$ cat src/rtl/star_row_mapper_pkg.sv
// Shared definitions for the star row mapper and its address translator.
//
// Contents:
//   - image geometry (MAX_X x MAX_Y pixels, one colour word per pixel)
//   - coordinate, address and colour widths
//   - brightness threshold and the isBright helper
//   - state encoding for the row-mapping FSM
package star_row_mapper_pkg;

  // Image geometry: 160 columns by 120 rows, stored row-major in the RAM.
  localparam int MAX_X = 160;
  localparam int MAX_Y = 120;

  // Field widths used on every port of this slice.
  localparam int xSz    = 8;
  localparam int ySz    = 7;
  localparam int addrSz = 15;
  localparam int colSz  = 3;

  // A pixel counts as part of a star when its colour is strictly above this.
  localparam int THRESHOLD = 0;

  // Last valid row; the downward walk must never read past it.
  localparam logic [ySz-1:0] LAST_ROW = ySz'(MAX_Y - 1);

  // Row-mapper FSM states. Each RAM read costs an RD cycle (address out)
  // followed by a CHK cycle (data back).
  typedef enum logic [2:0] {
    IDLE   = 3'd0,
    UP_RD  = 3'd1,
    UP_CHK = 3'd2,
    DN_RD  = 3'd3,
    DN_CHK = 3'd4,
    DONE   = 3'd5
  } mapState_t;

  // Unsigned brightness test shared by everything that reads pixels.
  function automatic logic isBright(input logic [colSz-1:0] colour);
    return colour > colSz'(THRESHOLD);
  endfunction

endpackage

$ cat src/rtl/vga_address_translator.sv
// Combinational (x, y) -> linear RAM address for the 160x120 image.
//
// Ports:
//   x        in   xSz     column, 0..159
//   y        in   ySz     row, 0..119
//   address  out  addrSz  y*160 + x
//
// The multiply by 160 is done as (y<<7) + (y<<5). With y <= 119 and
// x <= 159 the largest result is 19199, which fits in 15 bits, so the
// zero-extended sum never needs a carry beyond addrSz.
module vga_address_translator
  import star_row_mapper_pkg::*;
(
  input  logic [xSz-1:0]    x,
  input  logic [ySz-1:0]    y,
  output logic [addrSz-1:0] address
);

  logic [addrSz-1:0] yExt;
  logic [addrSz-1:0] xExt;

  assign yExt = addrSz'(y);
  assign xExt = addrSz'(x);

  // Shift-and-add form of y*160 keeps this free of a real multiplier.
  assign address = (yExt << 7) + (yExt << 5) + xExt;

endmodule

$ cat src/rtl/star_row_mapper.sv
// Star row mapper: after the scan FSM finds a bright seed pixel, walk the
// seed's column upward and then downward to find the first and last bright
// rows of the star, then pulse topBottomFound for one cycle.
//
// Ports:
//   clk             in   1       system clock, rising edge
//   reset           in   1       synchronous, active-high
//   goMapRows       in   1       start pulse, seed sampled in the same cycle
//   xSeed           in   xSz     seed column
//   ySeed           in   ySz     seed row (seed pixel is known bright)
//   pixVal          in   colSz   RAM data, valid the cycle after rdAddress
//   rdAddress       out  addrSz  RAM read address for (seed column, rdRow)
//   rdReq           out  1       rdAddress is meaningful this cycle
//   yTop            out  ySz     topmost bright row of the seed's run
//   yBottom         out  ySz     bottommost bright row of the seed's run
//   busy            out  1       high in every state except IDLE
//   topBottomFound  out  1       one-cycle pulse, yTop/yBottom valid from here
module star_row_mapper
  import star_row_mapper_pkg::*;
(
  input  logic              clk,
  input  logic              reset,
  input  logic              goMapRows,
  input  logic [xSz-1:0]    xSeed,
  input  logic [ySz-1:0]    ySeed,
  input  logic [colSz-1:0]  pixVal,
  output logic [addrSz-1:0] rdAddress,
  output logic              rdReq,
  output logic [ySz-1:0]    yTop,
  output logic [ySz-1:0]    yBottom,
  output logic              busy,
  output logic              topBottomFound
);

  mapState_t      state;
  logic [xSz-1:0] xLat;
  // Row currently being addressed. During the upward walk it doubles as the
  // walking counter; during the downward walk it is always yBottom+1.
  logic [ySz-1:0] rdRow;

  // The translator works from registered values only, so rdAddress is
  // stable for the whole RD cycle and is 0 straight out of reset.
  vga_address_translator addrXlate (
    .x       (xLat),
    .y       (rdRow),
    .address (rdAddress)
  );

  // Single FSM with registered outputs. rdReq and topBottomFound are
  // computed on the transition INTO the state that needs them, which is why
  // every path into DN_RD decides up front whether a read will happen: a
  // DN_RD whose yBottom is already the last row just falls through to DONE
  // without asserting rdReq.
  always_ff @(posedge clk) begin
    if (reset) begin
      state          <= IDLE;
      xLat           <= '0;
      rdRow          <= '0;
      yTop           <= '0;
      yBottom        <= '0;
      rdReq          <= 1'b0;
      busy           <= 1'b0;
      topBottomFound <= 1'b0;
    end else begin
      rdReq          <= 1'b0;
      topBottomFound <= 1'b0;

      case (state)
        IDLE: begin
          busy <= 1'b0;
          if (goMapRows) begin
            xLat    <= xSeed;
            yTop    <= ySeed;
            yBottom <= ySeed;
            busy    <= 1'b1;
            if (ySeed == '0) begin
              // Nothing above row 0, so start straight on the way down.
              state <= DN_RD;
              rdRow <= ySeed + 1'b1;
              rdReq <= (ySeed != LAST_ROW);
            end else begin
              state <= UP_RD;
              rdRow <= ySeed - 1'b1;
              rdReq <= 1'b1;
            end
          end
        end

        UP_RD: begin
          state <= UP_CHK;
        end

        UP_CHK: begin
          if (isBright(pixVal)) begin
            yTop <= rdRow;
            if (rdRow == '0) begin
              state <= DN_RD;
              rdRow <= yBottom + 1'b1;
              rdReq <= (yBottom != LAST_ROW);
            end else begin
              state <= UP_RD;
              rdRow <= rdRow - 1'b1;
              rdReq <= 1'b1;
            end
          end else begin
            state <= DN_RD;
            rdRow <= yBottom + 1'b1;
            rdReq <= (yBottom != LAST_ROW);
          end
        end

        DN_RD: begin
          if (yBottom == LAST_ROW) begin
            state          <= DONE;
            topBottomFound <= 1'b1;
          end else begin
            state <= DN_CHK;
          end
        end

        DN_CHK: begin
          if (isBright(pixVal)) begin
            // rdRow already holds yBottom+1, the row just confirmed bright.
            yBottom <= rdRow;
            state   <= DN_RD;
            rdRow   <= rdRow + 1'b1;
            rdReq   <= (rdRow != LAST_ROW);
          end else begin
            state          <= DONE;
            topBottomFound <= 1'b1;
          end
        end

        DONE: begin
          // A goMapRows arriving now is dropped; the caller re-pulses in IDLE.
          state <= IDLE;
          busy  <= 1'b0;
        end

        default: begin
          state <= IDLE;
          busy  <= 1'b0;
        end
      endcase
    end
  end

endmodule
$ cat config.mk
export PLATFORM = sky130hd
export DESIGN_NAME = star_row_mapper
export DESIGN_NICKNAME = d
export VERILOG_FILES = /design/src/rtl/star_row_mapper_pkg.sv /design/src/rtl/vga_address_translator.sv /design/src/rtl/star_row_mapper.sv
export SDC_FILE = /design/constraint.sdc
export NUM_CORES = 1
export LEC_CHECK = 0
export CORE_MARGIN = 3
export CORE_UTILIZATION = 56
export CTS_CLUSTER_DIAMETER = 200
export DETAILED_ROUTE_END_ITERATION = 16
export MAX_ROUTING_LAYER = met4
export PLACE_DENSITY = 0.86
export SLEW_MARGIN = 10
export SYNTH_ARGS = -nofsm -noshare
export SYNTH_HDL_FRONTEND = slang
export SYNTH_HIERARCHICAL = 1
export SYNTH_SLANG_ARGS = --single-unit
export TNS_END_PERCENT = 30
$ cat constraint.sdc
create_clock -name clk -period 4.7 [get_ports clk]
set_input_delay 1.41 -clock clk [delete_from_list [all_inputs] [get_ports clk]]
set_output_delay 1.41 -clock clk [all_outputs]
set_load 0.02 [all_outputs]
==> results of run 1 <==
## worst min path at each step
stage,end,from,slack [ns],cells after the start
6_report,xLat[0],xLat[0],0.46,2
5_1_grt,xLat[0],xLat[0],0.47,2
4_1_cts,xLat[3],xLat[3],0.46,2
3_5_place_dp,xLat[3],xLat[3],0.45,2
3_3_place_gp,xLat[2],xLat[2],0.44,2
2_1_floorplan,xLat[7],xLat[7],0.44,2
## kinds of logic after synthesis
logic type	count (synthesis)	synth area share, %
buf+inv	41	8.807
compound gates	92	23.49
xor+xnor	17	5.545
fa+ha+maj	20	9.879
flops	35	26.09
mux	3	1.118
simple gates	141	25.07
## through the flow
stage | hold slack, ns | setup WS [ns] | utilization [%] | area, um2 | total power [mW]
global route | 0.4738 | 0.1081 | 72.47 | 3264 | 1.105
finish | 0.4561 | 0.2263 | 72.47 | 3264 | 1.052
global placement | 0.4412 | 0.4036 | 69.94 | 3151 | 0.7646
floorplan | 0.4363 | 1.073 | - | 2685 | 0.6287
detailed placement | 0.4489 | 0.3731 | 69.94 | 3151 | 0.7722
CTS | 0.4597 | 0.05577 | 72.44 | 3263 | 1.049
## state kept, by name (all words and copies together) (netlist names)
name / cells
rdRow: 7
yTop: 7
state: 3
yBottom: 7
busy: 1
xLat: 8
topBottomFound: 1
rdReq: 1
## cells in the mapped netlist, types with 3 or more instances
cell      instances
a211oi_1          4
a21oi_1          26
a311oi_1         15
and3_1            3
buf_4             6
clkbuf_1         12
clkbuf_8          5
dfxtp_1          35
ha_1             18
inv_1            15
mux2i_1           3
nand2_1          63
nand3_1           7
nor2_1           31
nor2b_1           3
nor3_1            7
o211ai_1          4
o21ai_0          16
or2_1             3
or3_1             6
xnor2_1          15
## critical path: stages (launching register included)
cell             delay [ns]
dfxtp_2                0.47
ha_1                   0.28
ha_1                   0.22
inv_1                  0.07
fa_1                   0.24
nor2b_4                0.05
o31a_1                 0.28
or4b_1                 0.47
nand3_1                0.09
clkdlybuf4s50_1        0.60
## metal layers
| layer | part of all wire (%) | GRT usage (%) |
|---|---|---|
| met4 | 4.0 | 11.46 |
| met3 | 7.5 | 5.207 |
| met1 | 41 | 35.06 |
| met2 | 48 | 46.23 |
| met5 | 0 | - |
## area by class of cell
class	instances	area share, %
clock inverter	3	1.342
timing repair buffer	60	17.78
clock buffer	5	2.108
multi-input combinational	273	53.55
inverter	15	1.725
sequential	35	21.50
tap	52	1.993
## power breakdown
part | leakage (nW) | internal, mW | switching (mW) | total [mW]
sequential | 0.289 | 0.326 | 0.0307 | 0.357
combinational | 0.936 | 0.187 | 0.227 | 0.414
clock | 0.0581 | 0.158 | 0.123 | 0.281
## what timing repair did
item,CTS,global route
endpoints found under the setup margin,0,1
gates resized for setup,0,1
endpoints found under the hold margin,0,0
==> results.sh, run 1 <==
export IMPL_outcome="finished clean"
export IMPL_first_global_vias=2582
export IMPL_die_x_um=75.25
export IMPL_critPathMaxFanout=10
export IMPL_slew_violations=0
export IMPL_p_leak_nw=1.283
export IMPL_synth_top_flop_cell="dfxtp_1"
export IMPL_clk_pin_slew_ns=0.08
export IMPL_syn2layout_area_growth_pct=21.58
export IMPL_grt_max_degree=20
export IMPL_drt_iter0_markers=206
export IMPL_grt_setup_unrepaired="no"
export IMPL_clock_latency_ns=0.29
export IMPL_drive_above_1_share_pct=6.905
export IMPL_antennaDiodeCount=0
export IMPL_synth_top_cell_area_share_pct=26.10
export IMPL_timing_fmax_mhz=223.5
export IMPL_endpoint_kind="primary output"
export IMPL_ys_seq_elements=35
export IMPL_gr_total_overflow=0
export IMPL_die_area_um2=5662
export IMPL_cp_arrival_ns=3.06
export IMPL_slew_headroom_pct=41.59
export IMPL_tightest_slew_ns=0.8640
export IMPL_grt_usage_pct=28.56
export IMPL_yosysTopAreaCell="dfxtp_1"
export IMPL_wl_per_cell_um=16.72
export IMPL_cts_buffer_depth=2
export IMPL_critPathLaunch="rdRow[1]"
export IMPL_wl_mm=7.405
export IMPL_cp_start_kind="register"
export IMPL_ctsHoldBuffers=0
export IMPL_hold_violations=0
export IMPL_cts_sinks=35
export IMPL_die_y_um=75.25
export IMPL_final_setup_tns_ns=0
export IMPL_fin_crit_ns=4.474
export IMPL_ys_types=58
export IMPL_synthCells=349
export IMPL_syn_nets=390
export IMPL_layout_common_cells="nand2_1, clkdlybuf4s50_1, dfxtp_1"
export IMPL_r2r_cells=8
export IMPL_timing_rr_end="rdRow[1]"
export IMPL_skew_ns=0.001913
export IMPL_syn_avg_cell_area_um2=7.694
export IMPL_nets=431
export IMPL_antenna_found_initial=0
export IMPL_critPathCapture="rdAddress[12]"
export IMPL_drc_errors=0
export IMPL_hpwl_mm=5.490
export IMPL_synth_area_leaders="dfxtp_1, nand2_1, ha_1"
export IMPL_r2r_slack_ns=2.38
export IMPL_cp_data_required_time_ns=3.29
export IMPL_ant_nets=0
export IMPL_timing_rr_start="rdRow[0]"
export IMPL_multi_input_area_um2=1748
export IMPL_seq_area_um2=701.9
export IMPL_post_place_cells=435
export IMPL_initial_utilization_pct=59.61
export IMPL_cts_root_buf="clkbuf_8"
export IMPL_synth_edf_count=0
export IMPL_worstSetupPathType="register to primary output"
export IMPL_numCtsBuffers=5
export IMPL_post_cts_buffers=0
export IMPL_cts_tree="yes"
export IMPL_drt_first_pass_iters=5
export IMPL_hp_class="register to register"
export IMPL_fillers=380
export IMPL_viasPerCell=6.108
export IMPL_place_gp_congestion=0.9879
export IMPL_ys_seq_area_share_pct=26.10
export IMPL_num_vias=2706
export IMPL_drv_cap=0
export IMPL_yosys_warnings=6
export IMPL_synth_area_um2=2685
export IMPL_numPortBuffers=52
export IMPL_cts_htree_levels=2
export IMPL_post_route_period_util_pct=95.18
export IMPL_vdd_drop_max_mv=0.2310
export IMPL_setup_violations_final=0
export IMPL_async_flop_share_pct=0
export IMPL_io_pins=53
export IMPL_finalNonFillerCells=443
export IMPL_core_um2=4504
export IMPL_powerDensity_nw_per_um2=322.2
export IMPL_final_common_cell="nand2_1"
export IMPL_num_rows=24
export IMPL_grt_pass1_wl_mm=12.09
No activity file was read; power rests on OpenSTA's default activity.
==> run 2: changes to the inputs <==
--- a/config.mk
+++ b/config.mk
@@ -6,11 +6,12 @@
 export NUM_CORES = 1
 export LEC_CHECK = 0
 export CORE_MARGIN = 3
-export CORE_UTILIZATION = 56
+export CORE_UTILIZATION = 58
+export CTS_BUF_LIST = sky130_fd_sc_hd__clkbuf_8
 export CTS_CLUSTER_DIAMETER = 200
 export DETAILED_ROUTE_END_ITERATION = 16
 export MAX_ROUTING_LAYER = met4
-export PLACE_DENSITY = 0.86
+export PLACE_DENSITY = 0.88
 export SLEW_MARGIN = 10
 export SYNTH_ARGS = -nofsm -noshare
 export SYNTH_HDL_FRONTEND = slang
==> run 2 against run 1 <==
Effect of this change: non-clock buffer count is the same; register-to-register slack worse by 0.08 ns; sequential share of layout area increased by 0.18 points; clock skew up 0.0025 ns; count of clock-buffer cells in the layout unchanged; final cell count unchanged; fmax up 0.65%; via count hardly changed; power fell by 6.5%; critical path type unchanged.
==> results.sh, run 2 (synthesis gave the netlist of run 1 again) <==
export IMPL_numCtsBuffers=5
export IMPL_grt_max_degree=28
export IMPL_syn2layout_area_growth_pct=20.55
export IMPL_preCtsSetupSlack_ns=0.3623
export IMPL_final_setup_tns_ns=0
export IMPL_r2r_cells=8
export IMPL_largest_reg_flops=8
export IMPL_fin_area_um2=3237
export IMPL_cts_buffer_depth=2
export IMPL_place_gp_congestion=0.9151
export IMPL_p_clk_share_pct=21.4
export IMPL_power_switching_mw=0.3690
export IMPL_timing_rr_start="rdRow[0]"
export IMPL_ctsHoldBuffers=0
export IMPL_fin_util_pct=73.33
export IMPL_clk_pin_slew_ns=0.07
export IMPL_post_cts_buffers=0
export IMPL_critPathSlowestCell="clkdlybuf4s50_1"
export IMPL_crit_path_cell_trace="ha_1, ha_1, inv_1, fa_1, nor2b_4, o31a_1, or4b_1, nand3_1, clkdlybuf4s50_1"
export IMPL_die_y_um=74.04
export IMPL_antenna_found_initial=0
export IMPL_finalNonFillerCells=443
export IMPL_cts_tree="yes"
export IMPL_fillers=356
export IMPL_wl_mm=7.345
export IMPL_drv_cap=0
export IMPL_sw_frac_of_total_pct=37.50
export IMPL_critPathMaxStageDelay_ns=0.59
export IMPL_r2r_slack_ns=2.30
export IMPL_num_vias=2708
export IMPL_viasPerCell=6.113
export IMPL_hold_violations=0
export IMPL_antennaDiodeCount=0
export IMPL_num_rows=24
export IMPL_post_route_period_util_pct=94.57
export IMPL_initial_utilization_pct=60.83
export IMPL_slew_headroom_pct=29.52
export IMPL_seqPwrFrac_pct=36.3
export IMPL_outcome="finished clean"
export IMPL_critPathCapture="rdAddress[12]"
export IMPL_gr_total_overflow=0
export IMPL_layout_common_cells="nand2_1, clkdlybuf4s50_1, dfxtp_1"
export IMPL_ctsResizeCount=0
export IMPL_crit_family="adder cells"
export IMPL_wl_per_cell_um=16.58
export IMPL_die_x_um=74.04
export IMPL_ant_nets=0
export IMPL_skew_ns=0.004363
export IMPL_regMostFlops="xLat"
export IMPL_seq_area_um2=701.9
export IMPL_drt_iter0_markers=257
export IMPL_endpoint_kind="primary output"
export IMPL_final_common_cell="nand2_1"
export IMPL_timing_rr_end="rdRow[0]"
export IMPL_grt_usage_pct=28.85
export IMPL_combPwrFrac_pct=42.3
export IMPL_cp_data_required_time_ns=3.29
export IMPL_hpwl_mm=5.414
export IMPL_drt_first_pass_iters=6
export IMPL_first_global_vias=2466
export IMPL_cts_root_buf="clkbuf_8"
export IMPL_path_buf_inv=2
export IMPL_grt_pass1_wl_mm=11.87
export IMPL_drc_errors=0
export IMPL_cp_start_kind="register"
export IMPL_io_pins=53
export IMPL_die_area_um2=5482
export IMPL_post_place_cells=435
export IMPL_multi_input_area_um2=1748
export IMPL_grt_setup_unrepaired="no"
export IMPL_intPower_mw=0.6149
export IMPL_fin_crit_ns=4.445
export IMPL_clock_latency_ns=0.29
export IMPL_hp_class="register to register"
export IMPL_setup_slack_ns=0.2554
export IMPL_drive_above_1_share_pct=6.650
export IMPL_cp_arrival_ns=3.03
export IMPL_cts_htree_levels=2
export IMPL_vdd_drop_max_mv=0.1653
export IMPL_numPortBuffers=52
export IMPL_p_leak_nw=1.270
export IMPL_tightest_slew_ns=1.054
export IMPL_cts_sinks=35
export IMPL_powerDensity_nw_per_um2=303.9
export IMPL_core_um2=4414
export IMPL_cp_depth=9
export IMPL_timing_fmax_mhz=225.0
export IMPL_post_dp_cell_area_um2=3151
export IMPL_slew_violations=0
export IMPL_critPathMaxFanout=10
export IMPL_timing_critical_path_mode_cell="ha_1"
export IMPL_nets=431
export IMPL_setup_violations_final=0
export IMPL_critPathLaunch="rdRow[1]"
export IMPL_worstSetupPathType="register to primary output"
run 2: cell types whose count changed in the layout (fill, tap and decap cells not counted):
| cell | delta |
|---|---|
| clkinvlp_4 | +1 |
| clkinv_4 | -1 |
| inv_1 | +1 |
| bufinv_16 | -1 |
run 2: per-layer routing:
| metal | up-vias | track usage, % | routed length (um) |
|---|---|---|---|
| met5 | - | - | 0 |
| met4 | 0 | 8.853 | 191 |
| met3 | 21 | 5.541 | 558 |
| met2 | 132 | 46.95 | 3532 |
| met1 | 1233 | 36.12 | 3063 |
| li1 | 1322 | - | - |
run 2: per-stage QoR:
step	power, mW	hold slack, ns
after floorplan	0.6287	0.4363
after global placement	0.7637	0.4411
after detailed placement	0.7734	0.4484
after CTS	0.9831	0.4586
after global routing	1.042	0.4717
final	0.9838	0.4565
run 2: worst min-delay path by stage:
stage | to | slack [ns] | cells after the start | from
after floorplan | xLat[7] | 0.44 | 2 | xLat[7]
after global placement | xLat[2] | 0.44 | 2 | xLat[2]
after detailed placement | xLat[0] | 0.45 | 2 | xLat[0]
after CTS | xLat[0] | 0.46 | 2 | xLat[0]
after global routing | xLat[3] | 0.47 | 2 | xLat[3]
final | xLat[0] | 0.46 | 2 | xLat[0]
run 2: layout make-up:
type / instances / area share (%)
timing repair buffer: 60 / 17.94
multi-input combinational: 273 / 54.00
clock buffer: 5 / 2.126
tap: 52 / 2.010
sequential: 35 / 21.69
inverter: 15 / 1.739
clock inverter: 3 / 0.5025
run 2: power by group through the flow:
stage               Sequential (mW)  Clock, mW  Combinational (mW)
floorplan                     0.374          0               0.255
global placement              0.361          0               0.403
detailed placement            0.363          0               0.410
CTS                           0.356      0.213               0.414
global route                  0.361      0.226               0.455
finish                        0.357      0.211               0.416
run 2: worst reg2reg max path, stage by stage, from the launching register on:
cell and delay [ns]:
dfxtp_1 0.34, buf_4 0.21, inv_1 0.06, ha_1 0.23
nor4b_1 0.17, a21oi_1 0.50, nor3_1 0.14, o311ai_0 0.47
a21oi_1 0.12
==> patch (config.mk and constraints of run 1) <==
Change the package constant `addrSz` from 15 to 30.
--- a/src/rtl/star_row_mapper_pkg.sv
+++ b/src/rtl/star_row_mapper_pkg.sv
@@ -14,7 +14,7 @@
   // Field widths used on every port of this slice.
   localparam int xSz    = 8;
   localparam int ySz    = 7;
-  localparam int addrSz = 15;
+  localparam int addrSz = 30;
   localparam int colSz  = 3;
 
   // A pixel counts as part of a star when its colour is strictly above this.
Ports: changed (resized rdAddress); port bits go from 53 to 68. The function was not compared with the original's and may differ.
==> patch against run 1 <==
Total power shrank 1.0%. Cell count rose by 3.6%. Wire length shrank 1.0%. Sequential power up 2%. Sequential cell count did not move. Area after synthesis grew 2.4%. Cell area increased by 0.34%. Worst setup slack worse by 6.9 ps. Count of clock-buffer cells in the layout is the same. Critical endpoint unchanged. Largest power group unchanged.
==> patch: results (changes against run 1) <==
- The number of instances in the synthesized netlist is 356 (+2.0%).
- The violation count after the first detailed-route iteration is 161 (-22%).
- The fraction of the yosys area taken by sequential cells is 25.48% (-0.62 points).
- The HPWL reported at the end of detailed placement is 5528 um (+0.69%).
- The overall track demand over capacity in global routing was 25.55% (-3.0 points).
- The via count came to 2,699 (-0.26%).
- The count of distinct cell types in the synthesized netlist was 60 (+3.4%).
- The cell area after placement is 3149 um^2 (about the same).
- The pin count of the biggest net entering global routing is 28 (+40%).
- The run finished with clean final reports.
- The leakage power summed over all cells is 1.322 nW (+3.0%).
- The fraction of final layout cells sized beyond drive strength 1 was 6.599% (-0.31 points).
- The total placed cells including tap cells is 451 (+3.7%).
- The number of vias per cell is 5.880 (-3.7%).
- The highest net fanout along the worst path came to 11 (+1).
- The wire length per cell after detailed routing came to 15.97 um (-4.5%).
- The routability-driven placement congestion ratio was 0.9560 (-3.2%).
- The number of antenna diodes came to 0 (unchanged).
- By count the netlist is led by sky130_fd_sc_hd__nand2_1 (63), sky130_fd_sc_hd__dfxtp_1 (35), sky130_fd_sc_hd__nor2_1 (30).
- The number of CTS-inserted buffers is 5 (unchanged).
- The wire length of the first global-routing pass came to 11,870 um (-1.8%).
- The number of nets in the layout is 434 (+0.70%).
- The switching power of the nets is 0.3829 mW (+0.49%).
- The number of global-route vias before repair came to 2,478 (-4.0%).
- In the post-synthesis netlist, the biggest area contributors are sky130_fd_sc_hd__dfxtp_1 (25%), sky130_fd_sc_hd__nand2_1 (8.6%), sky130_fd_sc_hd__ha_1 (8.2%), sky130_fd_sc_hd__buf_4 (5.7%), sky130_fd_sc_hd__a311oi_1 (4.8%).
- The transition at the pin with the smallest max-transition slack is 995.7 ps (+131.7 ps).
- The setup skew after layout was 7.970 ps (+6.058 ps).
- The share of Yosys cell area claimed by the top area cell type is 25.48% (-0.62 points).
- The H-tree depth came to 2 (unchanged).
- The arrival time reported for the critical path endpoint is 3070 ps (about the same).
- The worst voltage drop across the vdd grid is 195.2 uV (-15%).
- The count of yosys warnings during synthesis is 6 (unchanged).
-- patch: cell families after synthesis --
kind of cell / share of synthesized area [%]
simple gates: 22.38
compound gates: 23.34
buf+inv: 12.56
flops: 25.48
fa+ha+maj: 9.645
xor+xnor: 5.732
mux: 0.7280
other cells: 0.1364
-- patch: layout make-up --
class	instances	area (um^2)
fill	370	1259
clock inverter	3	43.79
timing repair buffer	57	558.0
sequential	35	701.9
inverter	14	52.55
multi-input combinational	280	1769
clock buffer	5	68.82
tap	65	81.33
-- patch: layer usage --
layer,share of wire (%),global-route usage [%],vias up
li1,-,-,1293
met1,41,32.19,1238
met2,47,41.58,146
met3,9.4,4.846,22
met4,2.8,7.971,0
met5,0,-,-
-- patch: power by group through the flow --
stage / clock network, mW / registers [mW] / logic (mW)
2_1_floorplan: 0 / 0.374 / 0.262
3_3_place_gp: 0 / 0.367 / 0.385
3_5_place_dp: 0 / 0.369 / 0.392
4_1_cts: 0.280 / 0.362 / 0.395
5_1_grt: 0.293 / 0.368 / 0.433
6_report: 0.280 / 0.363 / 0.397
-- patch: worst paths after layout --
path	cells after the start	from	slack [ps]	to
worst max-delay path	9	rdRow[0]	220	rdAddress[12]
worst min-delay path	2	xLat[0]	460	xLat[0]
worst max register to register	7	rdRow[1]	2070	rdRow[0]
worst min register to register	2	xLat[0]	460	xLat[0]
-- patch: critical path, stage by stage (launching register included) --
cell	delay, ps
sky130_fd_sc_hd__dfxtp_2	450
sky130_fd_sc_hd__inv_1	90
sky130_fd_sc_hd__fa_1	530
sky130_fd_sc_hd__inv_1	70
sky130_fd_sc_hd__fa_1	460
sky130_fd_sc_hd__a21o_2	220
sky130_fd_sc_hd__nand3_1	100
sky130_fd_sc_hd__a31oi_1	110
sky130_fd_sc_hd__a21oi_1	140
sky130_fd_sc_hd__clkdlybuf4s50_1	610
-- patch: metrics by stage --
stage                     power (mW)  hold WS, ps  setup slack [ps]
after floorplan               0.6355        436.3              1076
after global placement        0.7524        441.7             466.3
after detailed placement      0.7605        446.1             401.2
after CTS                      1.037        456.3             78.67
after global routing           1.093        482.1             61.25
final                          1.041        456.4             219.4
